**src/rtl/adc_fft_capture.sv**
```systemverilog
// rtl/adc_fft_capture.sv - ADC capture front end: offset-binary convert, decimate, trigger, frame write to FFT RAM
module adc_fft_capture #(
    parameter int ADC_WIDTH     = 12,
    parameter int ADDR_WIDTH    = 8,
    parameter int DECIM_WIDTH   = 8,
    parameter int TIMEOUT_WIDTH = 20
) (
    input  logic                     clk,
    input  logic                     rst_n,
    input  logic                     arm,
    input  logic [ADC_WIDTH-1:0]     ad_data,
    input  logic                     ad_valid,
    input  logic [DECIM_WIDTH-1:0]   decim,
    input  logic                     trig_en,
    input  logic [ADC_WIDTH-1:0]     trig_level,
    input  logic [ADC_WIDTH-1:0]     trig_hyst,
    input  logic [TIMEOUT_WIDTH-1:0] timeout,
    output logic [ADC_WIDTH-1:0]     fft_data_in,
    output logic [ADDR_WIDTH-1:0]    fft_addr_in,
    output logic                     fft_data_in_en,
    output logic                     busy,
    output logic                     capture_done,
    output logic                     triggered
);

    typedef enum logic [1:0] {IDLE, WAIT_TRIG, CAPTURE, DONE} state_t;

    state_t                   state;
    state_t                   state_nxt;
    logic [DECIM_WIDTH-1:0]   decim_cnt;
    logic [TIMEOUT_WIDTH-1:0] tmo_cnt;
    logic                     low_seen;
    logic [ADDR_WIDTH-1:0]    addr_cnt;
    logic                     active;
    logic                     strobe;
    logic [ADC_WIDTH-1:0]     low_thr;
    logic                     hit_trig;
    logic                     hit_tmo;
    logic                     arm_accept;
    logic                     start_frame;
    logic                     start_triggered;
    logic                     do_write;
    logic [ADC_WIDTH-1:0]     sample_signed;

    // Decimation and trigger only run while a capture is in flight.
    assign active   = (state == WAIT_TRIG) || (state == CAPTURE);
    assign strobe   = active && ad_valid && (decim_cnt == '0);
    // Hysteresis floor clamps at zero instead of wrapping to a huge code.
    assign low_thr  = (trig_level > trig_hyst) ? (trig_level - trig_hyst) : '0;
    assign hit_trig = low_seen && (ad_data >= trig_level);
    assign hit_tmo  = (timeout != '0) && (tmo_cnt >= timeout);
    // Offset-binary to two's complement is just an MSB flip.
    assign sample_signed = {~ad_data[ADC_WIDTH-1], ad_data[ADC_WIDTH-2:0]};

    // State register.
    always_ff @(posedge clk or negedge rst_n) begin
        if (!rst_n) begin
            state <= IDLE;
        end else begin
            state <= state_nxt;
        end
    end

    // Next-state decode plus the per-cycle control strobes for the datapath.
    always_comb begin
        state_nxt       = state;
        arm_accept      = 1'b0;
        start_frame     = 1'b0;
        start_triggered = 1'b0;
        do_write        = 1'b0;
        case (state)
            IDLE: begin
                if (arm) begin
                    arm_accept = 1'b1;
                    state_nxt  = WAIT_TRIG;
                end
            end
            WAIT_TRIG: begin
                if (strobe && (!trig_en || hit_trig || hit_tmo)) begin
                    start_frame     = 1'b1;
                    start_triggered = trig_en && hit_trig;
                    do_write        = 1'b1;
                    state_nxt       = CAPTURE;
                end
            end
            CAPTURE: begin
                if (strobe) begin
                    do_write = 1'b1;
                    if (addr_cnt == '1) begin
                        state_nxt = DONE;
                    end
                end
            end
            DONE: begin
                state_nxt = IDLE;
            end
            default: begin
                state_nxt = IDLE;
            end
        endcase
    end

    // Datapath: write port, counters, status flags.
    always_ff @(posedge clk or negedge rst_n) begin
        if (!rst_n) begin
            fft_data_in    <= '0;
            fft_addr_in    <= '0;
            fft_data_in_en <= 1'b0;
            busy           <= 1'b0;
            capture_done   <= 1'b0;
            triggered      <= 1'b0;
            decim_cnt      <= '0;
            tmo_cnt        <= '0;
            low_seen       <= 1'b0;
            addr_cnt       <= '0;
        end else begin
            fft_data_in_en <= do_write;
            // DONE follows the last write enable by one cycle in the state
            // register, so registering it lands the pulse one cycle after it.
            capture_done   <= (state == DONE);

            if (do_write) begin
                fft_data_in <= sample_signed;
                fft_addr_in <= addr_cnt;
                addr_cnt    <= addr_cnt + 1'b1;
            end else if (arm_accept) begin
                addr_cnt <= '0;
            end

            if (arm_accept) begin
                busy <= 1'b1;
            end else if (state == DONE) begin
                busy <= 1'b0;
            end

            if (start_frame) begin
                triggered <= start_triggered;
            end

            if (arm_accept) begin
                decim_cnt <= '0;
            end else if (active && ad_valid) begin
                if (decim_cnt == '0) begin
                    decim_cnt <= (decim == '0) ? '0 : (decim - 1'b1);
                end else begin
                    decim_cnt <= decim_cnt - 1'b1;
                end
            end

            if (arm_accept) begin
                tmo_cnt <= '0;
            end else if ((state == WAIT_TRIG) && (tmo_cnt != '1)) begin
                tmo_cnt <= tmo_cnt + 1'b1;
            end

            if (arm_accept) begin
                low_seen <= 1'b0;
            end else if ((state == WAIT_TRIG) && strobe && (ad_data < low_thr)) begin
                low_seen <= 1'b1;
            end
        end
    end

endmodule

```
**config.mk**
```make
export PLATFORM = sky130hd
export DESIGN_NAME = adc_fft_capture
export DESIGN_NICKNAME = d
export VERILOG_FILES = /design/src/rtl/adc_fft_capture.sv
export SDC_FILE = /design/constraint.sdc
export NUM_CORES = 1
export LEC_CHECK = 0
export BUFFER_PORTS_ARGS = -buffer_cell sky130_fd_sc_hd__buf_2
export CAP_MARGIN = 20
export CORE_MARGIN = 3
export CORE_UTILIZATION = 60
export CTS_CLUSTER_SIZE = 25
export DETAILED_ROUTE_END_ITERATION = 12
export PLACE_DENSITY = 0.85
export SETUP_SLACK_MARGIN = 0.2
export SYNTH_ARGS = -nofsm -noshare
export SYNTH_HDL_FRONTEND = slang
export SYNTH_SLANG_ARGS = --single-unit
export TNS_END_PERCENT = 20
```
**constraint.sdc**
```tcl
create_clock -name clk -period 6 [get_ports clk]
set_clock_uncertainty 0.05 [all_clocks]
set_input_delay 0 -clock clk [delete_from_list [all_inputs] [get_ports clk]]
set_output_delay 0 -clock clk [all_outputs]
set_load 0.1 [all_outputs]
```
### Word-level counts from Yosys, hierarchy flattened

Index checks and enable logic that the tools add are counted.
W data, S select, Z words.

* add/subtract/negate cells: 5
* $mul: 0
* divide/modulo/power cells: 0
* magnitude comparators: 4
* equal/unequal tests: 9
* shifts and indexed selects: 0
* mux-type cells: 26
* bitwise logic cells: 1
* reductions and logical operators: 23

Operators with widths (count)
* $mux W8: 6
* $mux W20: 2
* $add A20 B1 Y20 const B: 1
* $ge A20 B20 Y1: 1
* $ne A20 B20 Y1 const B: 1
* $reduce_bool A20 Y1: 1
* $logic_not A8 Y1: 2
* $sub A8 B1 Y8 const B: 2
* $ge A12 B12 Y1: 1
* $gt A12 B12 Y1: 1
* $lt A12 B12 Y1: 1
* $mux W12: 1
* $sub A12 B12 Y12: 1
* $mux W1: 11
* $reduce_bool A2 Y1: 5
* $logic_and A1 B1 Y1: 9
* $add A8 B1 Y8 const B: 1
* $eq A8 B8 Y1 const B: 1
* $mux W2: 4
* $pmux W2 S4: 1
* $eq A2 B2 Y1 const B: 2
* $ne A2 B1 Y1 const B: 2
* $ne A2 B2 Y1 const B: 2
* $reduce_and A4 Y1: 1
* 6 further kinds: 8

* flip-flop bits (word level): 63
* bits in latches: 0
* memory bits (writable): 0
* ROM bits: 0
* input port bits: 69
* output and inout bits: 24
* logic and storage cells: 79
* memories: 0

### Logic depth before layout (Yosys ltp)

Gate-level depths: netlist (run 1).

* depth in word-level cells: 8
* mapped depth: 18
* depth with buffers taken out: 18

### Worst setup path before layout (run 1)

OpenSTA, ideal clock, no wires.

* kind: input port to flip-flop
* from: input port trig_level[0]
* to: register low_seen
* setup time: 94 ps
* arrival: 2770 ps
* required time: 5856 ps
* path slack: 3086 ps
* stages: 17
* path through: inv_1 -> ha_1 -> fa_1 -> nor2b_1 -> o21ai_0 -> a21o_1 -> a31oi_1 -> o21ai_0 -> or3_1 -> ha_1 -> a21o_1 -> a21o_1 -> a21oi_1 -> o21ai_0 -> nand3_1 -> a21oi_1 -> a211oi_1

* word-level cells in the longest chain between the ends: 5
* elaborated cells on any way between the ends: 6
* those cells by class: 1 x add/sub; 2 x order compare; 1 x mux; 2 x reduce/logical

RTL lines
* from (decl): RTL line 15 `input logic [ADC_WIDTH-1:0] trig_level,`
* $sub A12 B12 Y12 / $gt A12 B12 Y1 (equally long branches): RTL line 49 `assign low_thr = (trig_level > trig_hyst) ? (trig_level - trig_hyst) : '0;`
* $mux W12 (*): RTL line 49
* $lt A12 B12 Y1 (*): RTL line 158 `end else if ((state == WAIT_TRIG) && strobe && (ad_data < low_thr)) begin`
* $logic_and A1 B1 Y1 (*): RTL line 158
* $reduce_bool A2 Y1 (no line) (*)
* to (signal assigned): RTL line 114 `low_seen <= 1'b0;`
* to (signal assigned): RTL line 157 `low_seen <= 1'b0;`
* to (signal assigned): RTL line 159 `low_seen <= 1'b1;`
* to (decl): RTL line 32 `logic low_seen;`

Every way passes the cells marked *; elsewhere a longest branch is shown, timed or not.
A chain may end at the register's enable or synchronous reset.

### Worst setup path after layout (run 1)

* from: input port ad_data[0]
* to: register fft_data_in[6]

* word-level cells in the longest chain between the ends: 7

RTL lines
* from (decl): RTL line 11 `input logic [ADC_WIDTH-1:0] ad_data,`
* $ge A12 B12 Y1: RTL line 50 `assign hit_trig = low_seen && (ad_data >= trig_level);`
* $logic_and A1 B1 Y1: RTL line 50
* $logic_or A1 B1 Y1 (2 in a row): RTL line 79 `if (strobe && (!trig_en || hit_trig || hit_tmo)) begin`
* $logic_and A1 B1 Y1: RTL line 79
* $mux W1: RTL line 79
* $pmux W1 S2: RTL line 71 `case (state)`
* to (signal assigned): RTL line 123 `fft_data_in <= sample_signed;`
* to (decl): RTL line 18 `output logic [ADC_WIDTH-1:0] fft_data_in,`

Every way passes these cells.

==> results of run 1 <==
-- synth_stat cells (all sizes together) (8+ instances only) --
cell type and n:
inv 68, xnor2 11, mux2 20, o21ai 35, nor4 11, a21oi 38
or3 8, nand4 16, nor2 40, xor2 10, ha 66, nand2 43
or2 8, a211oi 11, a21o 11, nand3 19, dfrtp 63, nor3 14
-- worst reg2reg max path: cells and delay by family, from the launching register on --
family,cells,cell delay (ns)
mux,1,0.39
fa+ha+maj,1,0.34
simple gates,1,0.33
flops,1,0.45
compound gates,5,1.60
-- cell usage in the layout (no fill, tap or decap), drive strengths merged, types with 4 or more instances in the layout --
master       count
clkbuf          12
or2              8
nand2           43
nand4           16
buf             94
nor2            40
and2             6
xor2            10
nor4b            4
o21a             5
nor2b            5
a21o            11
and4             4
dfrtp           63
or3              8
a31oi            4
a21boi           4
inv             68
nor4            11
xnor2           11
dlygate4sd3     16
nand2b           7
mux2            20
o21ai           35
a211oi          11
nor3            14
o41ai            4
a21oi           38
ha              66
nand3           19
-- registers in the layout, indices dropped and copies added (netlist names) --
register,flops
triggered,1
fft_addr_in,8
low_seen,1
decim_cnt,8
addr_cnt,8
state,2
fft_data_in,12
fft_data_in_en,1
capture_done,1
busy,1
tmo_cnt,20
-- logic make-up (layout without fill, tap and decap cells) --
| group | Yosys count | in the layout | synth area share [%] |
|---|---|---|---|
| AOI/OAI and AO/OA | 131 | 131 | 17.09 |
| adders and majority gates | 67 | 67 | 16.70 |
| DFF | 63 | 63 | 31.13 |
| xor gates and xnor gates | 21 | 21 | 3.631 |
| muxes | 22 | 22 | 5.361 |
| buffers and inverters | 77 | 194 | 5.953 |
| and+or+nand+nor | 195 | 195 | 20.13 |
-- how the worst max path moves through the flow --
stage                                 start                          to  slack, ns  cells past startpoint
finish                           ad_data[0]  fft_data_in[6]$_DFFE_PN0P_       2.68                     11
global route        tmo_cnt[19]$_DFFE_PN0P_  fft_data_in[7]$_DFFE_PN0P_       2.52                      8
CTS                              ad_data[0]  fft_data_in[7]$_DFFE_PN0P_       2.68                     11
detailed placement            trig_level[0]        low_seen$_DFFE_PN0P_       2.64                     18
global placement              trig_level[0]        low_seen$_DFFE_PN0P_       2.82                     18
floorplan                     trig_level[0]        low_seen$_DFFE_PN0P_       3.09                     17
-- final cells by class --
class                           count  area [µm²]
Clock buffer                       12       145.1
Clock inverter                      4       45.04
Inverter                           68       255.2
Fill cell                         579        1996
Timing Repair Buffer              110       635.6
Sequential cell                    63        1577
Tap cell                          102       127.6
Multi-Input combinational cell    436        3187
-- power by group through the flow --
stage	clock network, mW	registers [mW]	logic (mW)
after floorplan	0	0.831	0.445
after global routing	0.389	0.601	0.984
after global placement	0	0.588	0.855
final	0.366	0.588	0.898
after CTS	0.370	0.587	0.897
after detailed placement	0	0.593	0.885
-- metrics by stage --
stage	utilization (%)	hold WS, ns	instances	cell area [µm²]
2_1_floorplan	-	-0.3456	576	5065
3_3_place_gp	70.56	0.1662	763	5622
3_5_place_dp	70.56	0.1700	763	5622
4_1_cts	74.95	0.07048	795	5972
5_1_grt	74.95	0.1223	795	5972
6_report	74.95	0.09225	795	5972
-- per-layer routing --
metal	share of wire (%)	track usage (%)	vias to the layer above
li1	-	-	2295
met5	0	0	-
met4	1.8	7.774	0
met1	44	34.01	2184
met2	49	41.83	149
met3	5.5	4.500	25
-- timing repair --
action                                  CTS  global route
hold endpoints to repair                 78             0
endpoints found under the setup margin    0             0
hold buffers                             16             0
==> results.json, run 1 <==
{
  "root_buffer": "clkbuf_8",
  "antenna_left": 0,
  "synthesis.nets": 712,
  "critPathMaxStageDelay_ns": 0.74,
  "port_buffers": 92,
  "ys_ff_latch": 63,
  "pwr-share-seq_pct": 31.8,
  "ys_warn_count": 0,
  "synthesis.area_mm2": 0.005065,
  "rows": 32,
  "setup_viol": 0,
  "clock_latency_ns": 0.34,
  "initial_core_util_pct": 63.57,
  "syn_avg_cell_area_um2": 8.793,
  "fp.dieW_um": 97.88,
  "worstPathArrival_ns": 3.48,
  "areaGrowthSynthToFinish_pct": 17.91,
  "power.density_mw_per_mm2": 310.1,
  "whs_endpoint": "decim_cnt[3]$_DFFE_PN0P_",
  "crit_family": "compound AO/OA/AOI/OAI gates",
  "ys_seq_area_share_pct": 31.13,
  "drtPass1Iterations": 5,
  "grt_setup_unrepaired": "no",
  "path_clk_slew_ns": 0.07,
  "switching_power_mw": 0.8587,
  "drive_gt1_share_pct": 19.62,
  "htreeDepth": 3,
  "grt_usage_pct": 25.34,
  "maxCapViolCount": 0,
  "max_slew_margin_pct": 30.27,
  "postSynthCellCount": 576,
  "antenna_found_initial": 0,
  "critical_path.max_fanout": 13,
  "critPathBufInv": 3,
  "period_share_pct": 55.27,
  "clock_sinks": 63,
  "synth_flop_cell": "dfrtp_1",
  "power.total_mw": 1.852,
  "r2r-start": "tmo_cnt[19]$_DFFE_PN0P_",
  "cts_tree": "yes",
  "setup.worst_path.end_class": "flip-flop",
  "slew_violations": 0,
  "die_y_um": 97.88,
  "hpwl_mm": 9.345,
  "worstMarginPinSlew_ns": 1.046,
  "via_per_inst": 5.853,
  "final_net_count": 824,
  "tns_ns": 0,
  "fmax_mhz": 301.5,
  "p_leak_nw": 3.053,
  "synth_top_cell_by_area": "dfrtp_1",
  "core-area_mm2": 0.007968,
  "hold_class": "input port to flip-flop",
  "synth_top_area_share_pct": 31.13,
  "synthArstFlopShare_pct": 100.0,
  "min_path_cells": 5,
  "report.final.hold_viol_count": 0,
  "p_sw_share_pct": 46.37,
  "grt_max_degree": 64,
  "status": "completed",
  "pin_count": 93,
  "vias": 4653,
  "synth_area_leaders": "dfrtp_1 (31%), ha_1 (16%), inv_1 (5.0%)",
  "cts_buffers": 9,
  "r2r_end": "fft_data_in[6]$_DFFE_PN0P_",
  "worst_path_max_delay_cell": "a2111oi_4",
  "peakVddDrop_mv": 0.3617,
  "clock_power_share_pct": 19.7,
  "antenna_cells": 0,
  "first_global_vias": 4548,
  "comb_power_share_pct": 48.5,
  "critPathKind": "input port to flip-flop",
  "fin_ws_ns": 2.684,
  "cp_cell_sequence": "dlygate4sd3_1 > buf_2 > inv_1 > ha_1 > nand2b_1 > a2111oi_0 > or4_1 > o211ai_2 > a2111oi_4 > nor2_2 > mux2_1",
  "fin_crit_ns": 3.316,
  "overflow": 0,
  "dp_slack_ns": 2.638,
  "drt-total-wl_mm": 12.05,
  "internal-power_mw": 0.9932,
  "ctsResizeCount": 0,
  "dieArea_mm2": 0.009580,
  "drtIter0Drc": 175,
  "reg2reg_slack_ns": 2.72,
  "grt_pass1_wl_mm": 20.47,
  "gp_congestion": 0.9274,
  "min_from": "decim[3]",
  "drc_errors": 0,
  "wl_per_cell_um": 15.16,
  "synth.distinct_cells": 60,
  "synth_edf_count": 0,
  "reg2reg_depth": 8,
  "start_kind": "input port",
  "required_ns": 6.17,
  "post_cts_buffers": 0,
  "cts_buffer_depth": 2
}
Power figures use the tool's default switching activity.
==> inputs of run 2 (changes only) <==
--- a/config.mk
+++ b/config.mk
@@ -8,10 +8,10 @@
 export BUFFER_PORTS_ARGS = -buffer_cell sky130_fd_sc_hd__buf_2
 export CAP_MARGIN = 20
 export CORE_MARGIN = 3
-export CORE_UTILIZATION = 60
+export CORE_UTILIZATION = 57
 export CTS_CLUSTER_SIZE = 25
 export DETAILED_ROUTE_END_ITERATION = 12
-export PLACE_DENSITY = 0.85
+export PLACE_DENSITY = 0.81
 export SETUP_SLACK_MARGIN = 0.2
 export SYNTH_ARGS = -nofsm -noshare
 export SYNTH_HDL_FRONTEND = slang
==> constraint.sdc (replaced) <==
create_clock -name clk -period 3.1 [get_ports clk]
set_clock_uncertainty 0.05 [all_clocks]
set_input_delay 0 -clock clk [delete_from_list [all_inputs] [get_ports clk]]
set_output_delay 0 -clock clk [all_outputs]
set_load 0.1 [all_outputs]
==> run 2 against run 1 <==
Final area up 1.9%. Wire length increased by 3.2%. Highest routed layer unchanged. Non-clock buffer count up 13. Hold slack got worse by 0.061 ns. Register-to-register slack worse by 2.4 ns.
==> results.json, run 2 (synthesis gave the netlist of run 1 again) <==
{
  "internal-power_mw": 1.871,
  "peakVddDrop_mv": 0.8181,
  "worstPathArrival_ns": 3.02,
  "maxCapViolCount": 0,
  "crit_family": "compound AO/OA/AOI/OAI gates",
  "root_buffer": "clkbuf_8",
  "layout_commonest_cell": "buf_2",
  "hpwl_mm": 9.649,
  "layout_common_cells": "buf_2 (92), inv_1 (68), ha_1 (66), dfrtp_1 (62), nand2_1 (43)",
  "grt_usage_pct": 24.76,
  "clock_power_share_pct": 16.9,
  "critPathBufInv": 3,
  "critical_path.max_fanout": 5,
  "die_y_um": 100.3,
  "setup_viol": 0,
  "cts_tree": "yes",
  "max_slew_margin_pct": 46.09,
  "multi_input_area_mm2": 0.003222,
  "regMostFlops": "tmo_cnt",
  "overflow": 0,
  "htreeDepth": 3,
  "final_net_count": 838,
  "antenna_cells": 0,
  "first_global_vias": 4586,
  "worstMarginPinSlew_ns": 0.8086,
  "antenna_left": 0,
  "via_per_inst": 5.826,
  "core-area_mm2": 0.008423,
  "critPathKind": "input port to flip-flop",
  "areaGrowthSynthToFinish_pct": 20.11,
  "clock_latency_ns": 0.34,
  "grt_setup_unrepaired": "yes",
  "pwr-share-seq_pct": 32.2,
  "grt_max_degree": 50,
  "fp.dieW_um": 100.3,
  "status": "completed",
  "p_sw_share_pct": 47.16,
  "reg.largest.list": "tmo_cnt: 20 flops, fft_data_in: 12 flops",
  "fillers": 645,
  "gp_congestion": 0.8499,
  "dp_slack_ns": -0.08052,
  "seq_area_mm2": 0.001578,
  "period_share_pct": 92.00,
  "drt-total-wl_mm": 12.43,
  "antenna_found_initial": 0,
  "slew_violations": 0,
  "worst_path_max_delay_cell": "a2111oi_0",
  "power.density_mw_per_mm2": 582.0,
  "pin_count": 93,
  "drtPass1Iterations": 5,
  "hold_class": "input port to flip-flop",
  "power.total_mw": 3.540,
  "switching_power_mw": 1.670,
  "largest_reg_flops": 20,
  "comb_power_share_pct": 50.8,
  "report.final.hold_viol_count": 0,
  "initial_core_util_pct": 60.13,
  "finish.utilization_pct": 72.22,
  "p_leak_nw": 3.097,
  "cts_buffer_depth": 2,
  "start_kind": "input port",
  "drtIter0Drc": 159,
  "path_clk_slew_ns": 0.07,
  "rows": 33,
  "setup.worst_path.end_class": "flip-flop",
  "fin_crit_ns": 2.852,
  "fin_ws_ns": 0.2480,
  "fmax_mhz": 350.6,
  "critPathMaxStageDelay_ns": 0.58,
  "wl_per_cell_um": 15.37,
  "cp_cell_sequence": "dlygate4sd3_1 > buf_2 > ha_1 > a2111oi_0 > or4_1 > o211ai_2 > a2111oi_4 > buf_4 > or2_2 > mux2_4",
  "grt_pass1_wl_mm": 20.33,
  "port_buffers": 92,
  "drive_gt1_share_pct": 21.73,
  "vias": 4713,
  "clock_sinks": 63,
  "drc_errors": 0,
  "hold_slack_ns": 0.03129,
  "dieArea_mm2": 0.01005,
  "required_ns": 3.27,
  "cts_buffers": 9
}
==> run 2: cell type report <==
class	count	area share, %
sequential	63	25.94
timing repair buffer	123	12.26
clock buffer	11	2.324
clock inverter	2	0.1645
inverter	68	4.196
tap	105	2.160
multi-input combinational	437	52.96
==> run 2: tightest hold or removal path, stage by stage <==
cell and delay, ns:
buf_2 0.09, nor2_1 0.04, o21ai_0 0.06, a21o_1 0.13
a211oi_1 0.06
==> run 2: through the flow <==
| step | cells | instance area [µm²] | TNS [ns] |
|---|---|---|---|
| floorplan | 576 | 5065 | 0 |
| global placement | 776 | 5700 | 0 |
| detailed placement | 776 | 5700 | -0.08052 |
| CTS | 805 | 6012 | 0 |
| global route | 809 | 6083 | 0 |
| finish | 809 | 6083 | 0 |
==> run 2: per-layer routing <==
layer	GRT usage (%)	vias to the layer above	share of wire [%]
met2	42.86	118	50
met3	3.405	29	3.8
met5	0	-	0
met1	31.64	2245	44
li1	-	2321	-
met4	8.601	0	2.1
==> run 2: worst paths after layout <==
| check | from | end | slack (ns) | cells after the start |
|---|---|---|---|---|
| setup / recovery | ad_data[1] | fft_addr_in[2]$_DFFE_PN0P_ | 0.25 | 10 |
| hold / removal | ad_data[0] | low_seen$_DFFE_PN0P_ | 0.03 | 5 |
| setup reg to reg | tmo_cnt[19]$_DFFE_PN0P_ | fft_addr_in[2]$_DFFE_PN0P_ | 0.31 | 9 |
| hold reg to reg | fft_data_in[5]$_DFFE_PN0P_ | fft_data_in[5]$_DFFE_PN0P_ | 0.45 | 1 |
| max in group asynchronous | rst_n | fft_data_in[11]$_DFFE_PN0P_ | 2.33 | 3 |
| min in group asynchronous | rst_n | tmo_cnt[10]$_DFFE_PN0P_ | 0.09 | 2 |
==> run 2: timing repair <==
item                                    in CTS  in global routing
hold buffers                                16                  0
setup buffers                                0                  2
hold endpoints to repair                    63                  0
endpoints found under the setup margin       0                 27
resized for setup                            0                 12
==> run 2: power groups by stage <==
stage                     Clock, mW  Combinational, mW  Sequential, mW
after floorplan                   0              0.862            1.61
after CTS                     0.608               1.77            1.14
after global routing          0.644               1.96            1.16
after detailed placement          0               1.75            1.15
final                         0.600               1.80            1.14
after global placement            0               1.69            1.14
==> inputs of run 3 (changes only) <==
--- a/config.mk
+++ b/config.mk
@@ -5,13 +5,14 @@
 export SDC_FILE = /design/constraint.sdc
 export NUM_CORES = 1
 export LEC_CHECK = 0
+export ABC_AREA = 1
 export BUFFER_PORTS_ARGS = -buffer_cell sky130_fd_sc_hd__buf_2
 export CAP_MARGIN = 20
 export CORE_MARGIN = 3
-export CORE_UTILIZATION = 57
+export CORE_UTILIZATION = 58
 export CTS_CLUSTER_SIZE = 25
 export DETAILED_ROUTE_END_ITERATION = 12
-export PLACE_DENSITY = 0.81
+export PLACE_DENSITY = 0.82
 export SETUP_SLACK_MARGIN = 0.2
 export SYNTH_ARGS = -nofsm -noshare
 export SYNTH_HDL_FRONTEND = slang
==> run 3 against run 2 <==
Total power grew 2.8%. Flip-flop and latch count is the same. Core utilization shrank 1.1 points. Clock-buffer cell count shrank 2. Synthesized area grew 7.2%. Global-route usage grew 1.7 points. Largest cell class unchanged.
==> results.json, run 3 <==
{
  "wl_per_cell_um": 13.72,
  "power.density_mw_per_mm2": 576.0,
  "drtIter0Drc": 175,
  "grt_pass1_wl_mm": 22.33,
  "path_clk_slew_ns": 0.08,
  "synthArstFlopShare_pct": 100.0,
  "hold_class": "input port to flip-flop",
  "layout_commonest_cell": "nand2_1",
  "worstMarginPinSlew_ns": 0.7700,
  "post_cts_buffers": 0,
  "r2r_end": "addr_cnt[7]$_DFFE_PN0P_",
  "fmax_mhz": 401.4,
  "antenna_found_initial": 0,
  "via_per_inst": 5.416,
  "first_global_vias": 5076,
  "rows": 34,
  "min_path_cells": 4,
  "layout_common_cells": "nand2_1 (215), inv_1 (129), buf_2 (92), ha_1 (66), dfrtp_1 (63)",
  "synth_top_cell_by_area": "dfrtp_1",
  "required_ns": 3.29,
  "synth_area_leaders": "dfrtp_1 (29%), ha_1 (15%), nand2_1 (15%)",
  "final_net_count": 1016,
  "critical_path.max_fanout": 21,
  "synthesis.area_mm2": 0.005428,
  "regMostFlops": "tmo_cnt",
  "syn_avg_cell_area_um2": 7.077,
  "drc_errors": 0,
  "grt_max_degree": 34,
  "antenna_cells": 0,
  "peakVddDrop_mv": 0.4997,
  "seq_area_mm2": 0.001577,
  "period_share_pct": 80.37,
  "antenna_left": 0,
  "status": "completed",
  "synth_flop_cell": "dfrtp_1",
  "reg2reg_slack_ns": 0.61,
  "drtPass1Iterations": 5,
  "synth.distinct_cells": 46,
  "grt_usage_pct": 26.42,
  "dpl_cell_area_mm2": 0.005974,
  "critPathKind": "flip-flop to flip-flop",
  "drt-total-wl_mm": 13.62,
  "maxCapViolCount": 0,
  "largest_reg_flops": 20,
  "setup_viol": 0,
  "clock_latency_ns": 0.35,
  "dieArea_mm2": 0.01055,
  "postSynthCellCount": 767,
  "setup.worst_path.end_class": "flip-flop",
  "hold_slack_ns": 0.05613,
  "fp.dieW_um": 102.7,
  "crit_end": "addr_cnt[7]$_DFFE_PN0P_",
  "worstPathArrival_ns": 2.68,
  "areaGrowthSynthToFinish_pct": 16.46,
  "root_buffer": "clkbuf_8",
  "ys_seq_area_share_pct": 29.05,
  "power.total_mw": 3.641,
  "die_y_um": 102.7,
  "synthesis.nets": 903,
  "cts_buffers": 9,
  "grt_setup_unrepaired": "no",
  "drive_gt1_share_pct": 17.63,
  "gp_congestion": 0.9108,
  "cts_tree": "yes",
  "vias": 5378,
  "fin_crit_ns": 2.492,
  "reg2reg_depth": 15,
  "initial_core_util_pct": 61.05,
  "synth_edf_count": 0,
  "ys_ff_latch": 63,
  "hpwl_mm": 10.52,
  "r2r-start": "tmo_cnt[15]$_DFFE_PN0P_",
  "p_leak_nw": 3.528,
  "report.final.hold_viol_count": 0,
  "overflow": 0,
  "fillers": 733,
  "htreeDepth": 3,
  "finish.utilization_pct": 71.09,
  "reg.largest.list": "tmo_cnt: 20 flops, fft_data_in: 12 flops",
  "port_buffers": 92,
  "tns_ns": 0,
  "cp-startpoint": "tmo_cnt[15]$_DFFE_PN0P_",
  "pin_count": 93,
  "clock_sinks": 63,
  "max_slew_margin_pct": 48.67,
  "synth_common_cells": "nand2_1 (215), inv_1 (129), ha_1 (66)",
  "core-area_mm2": 0.008891,
  "multi_input_area_mm2": 0.003262,
  "synth.most_common_cell": "nand2_1",
  "cts_buffer_depth": 2,
  "synth_top_area_share_pct": 29.05,
  "ys_warn_count": 0,
  "start_kind": "flip-flop",
  "final_area_mm2": 0.006321,
  "slew_violations": 0
}
-- run 3: worst max-delay path, stage by stage (launching register included) --
cell     delay, ns
dfrtp_1       0.45
ha_1          0.34
nand2_1       0.08
nor2_1        0.21
nand2_1       0.11
nor2_1        0.12
nand2_1       0.06
nand4_1       0.08
nand2_1       0.09
nand2_1       0.08
nand2_1       0.09
nand2_2       0.08
buf_4         0.26
nor2_2        0.13
nand2_1       0.10
nand2_1       0.05
-- run 3: how the worst min path moves through the flow --
stage              from                    endpoint
2_1_floorplan     rst_n     addr_cnt[0]$_DFFE_PN0P_
3_3_place_gp      rst_n  fft_addr_in[1]$_DFFE_PN0P_
3_5_place_dp      rst_n     addr_cnt[0]$_DFFE_PN0P_
4_1_cts        decim[5]    decim_cnt[5]$_DFFE_PN0P_
5_1_grt        decim[5]    decim_cnt[5]$_DFFE_PN0P_
6_report       decim[5]    decim_cnt[5]$_DFFE_PN0P_
-- run 3: cell families (layout without fill, tap and decap cells) --
family | count (synthesis) | after routing | share of synthesized area [%]
AND/OR/NAND/NOR | 369 | 369 | 30.52
buffers and inverters | 145 | 263 | 10.86
AO/OA/AOI/OAI | 111 | 111 | 12.06
adder cells (fa/ha/maj) | 67 | 67 | 15.58
flip-flops | 63 | 63 | 29.05
XOR/XNOR | 12 | 12 | 1.936
-- run 3: area by class of cell --
cell class | count | share of cell area [%]
multi-input combinational | 559 | 51.60
sequential | 63 | 24.94
timing repair buffer | 111 | 10.17
inverter | 136 | 8.195
tap | 108 | 2.138
clock buffer | 9 | 1.960
clock inverter | 7 | 0.9897
-- run 3: where the power goes --
| part | switching, mW | internal [mW] |
|---|---|---|
| Sequential | 0.113 | 0.974 |
| Clock | 0.372 | 0.306 |
| Combinational | 1.40 | 0.480 |
-- run 3: through the flow --
step	setup WS, ns	instances
CTS	0.6460	993
finish	0.6085	993
global route	0.4173	993
global placement	0.4618	961
detailed placement	0.3903	961
floorplan	0.7965	767
-- run 3: repair_timing --
item | in CTS | in global routing
gates resized for setup | 0 | 0
hold endpoints to repair | 47 | 0
hold buffers | 16 | 0
-- run 3: per-layer routing --
layer / global-route usage (%) / routed length (µm) / up-vias
li1: - / - / 2716
met1: 32.37 / 5585 / 2450
met2: 47.37 / 6878 / 176
met3: 3.721 / 757 / 36
met4: 9.363 / 399 / 0
met5: 0 / 0 / -
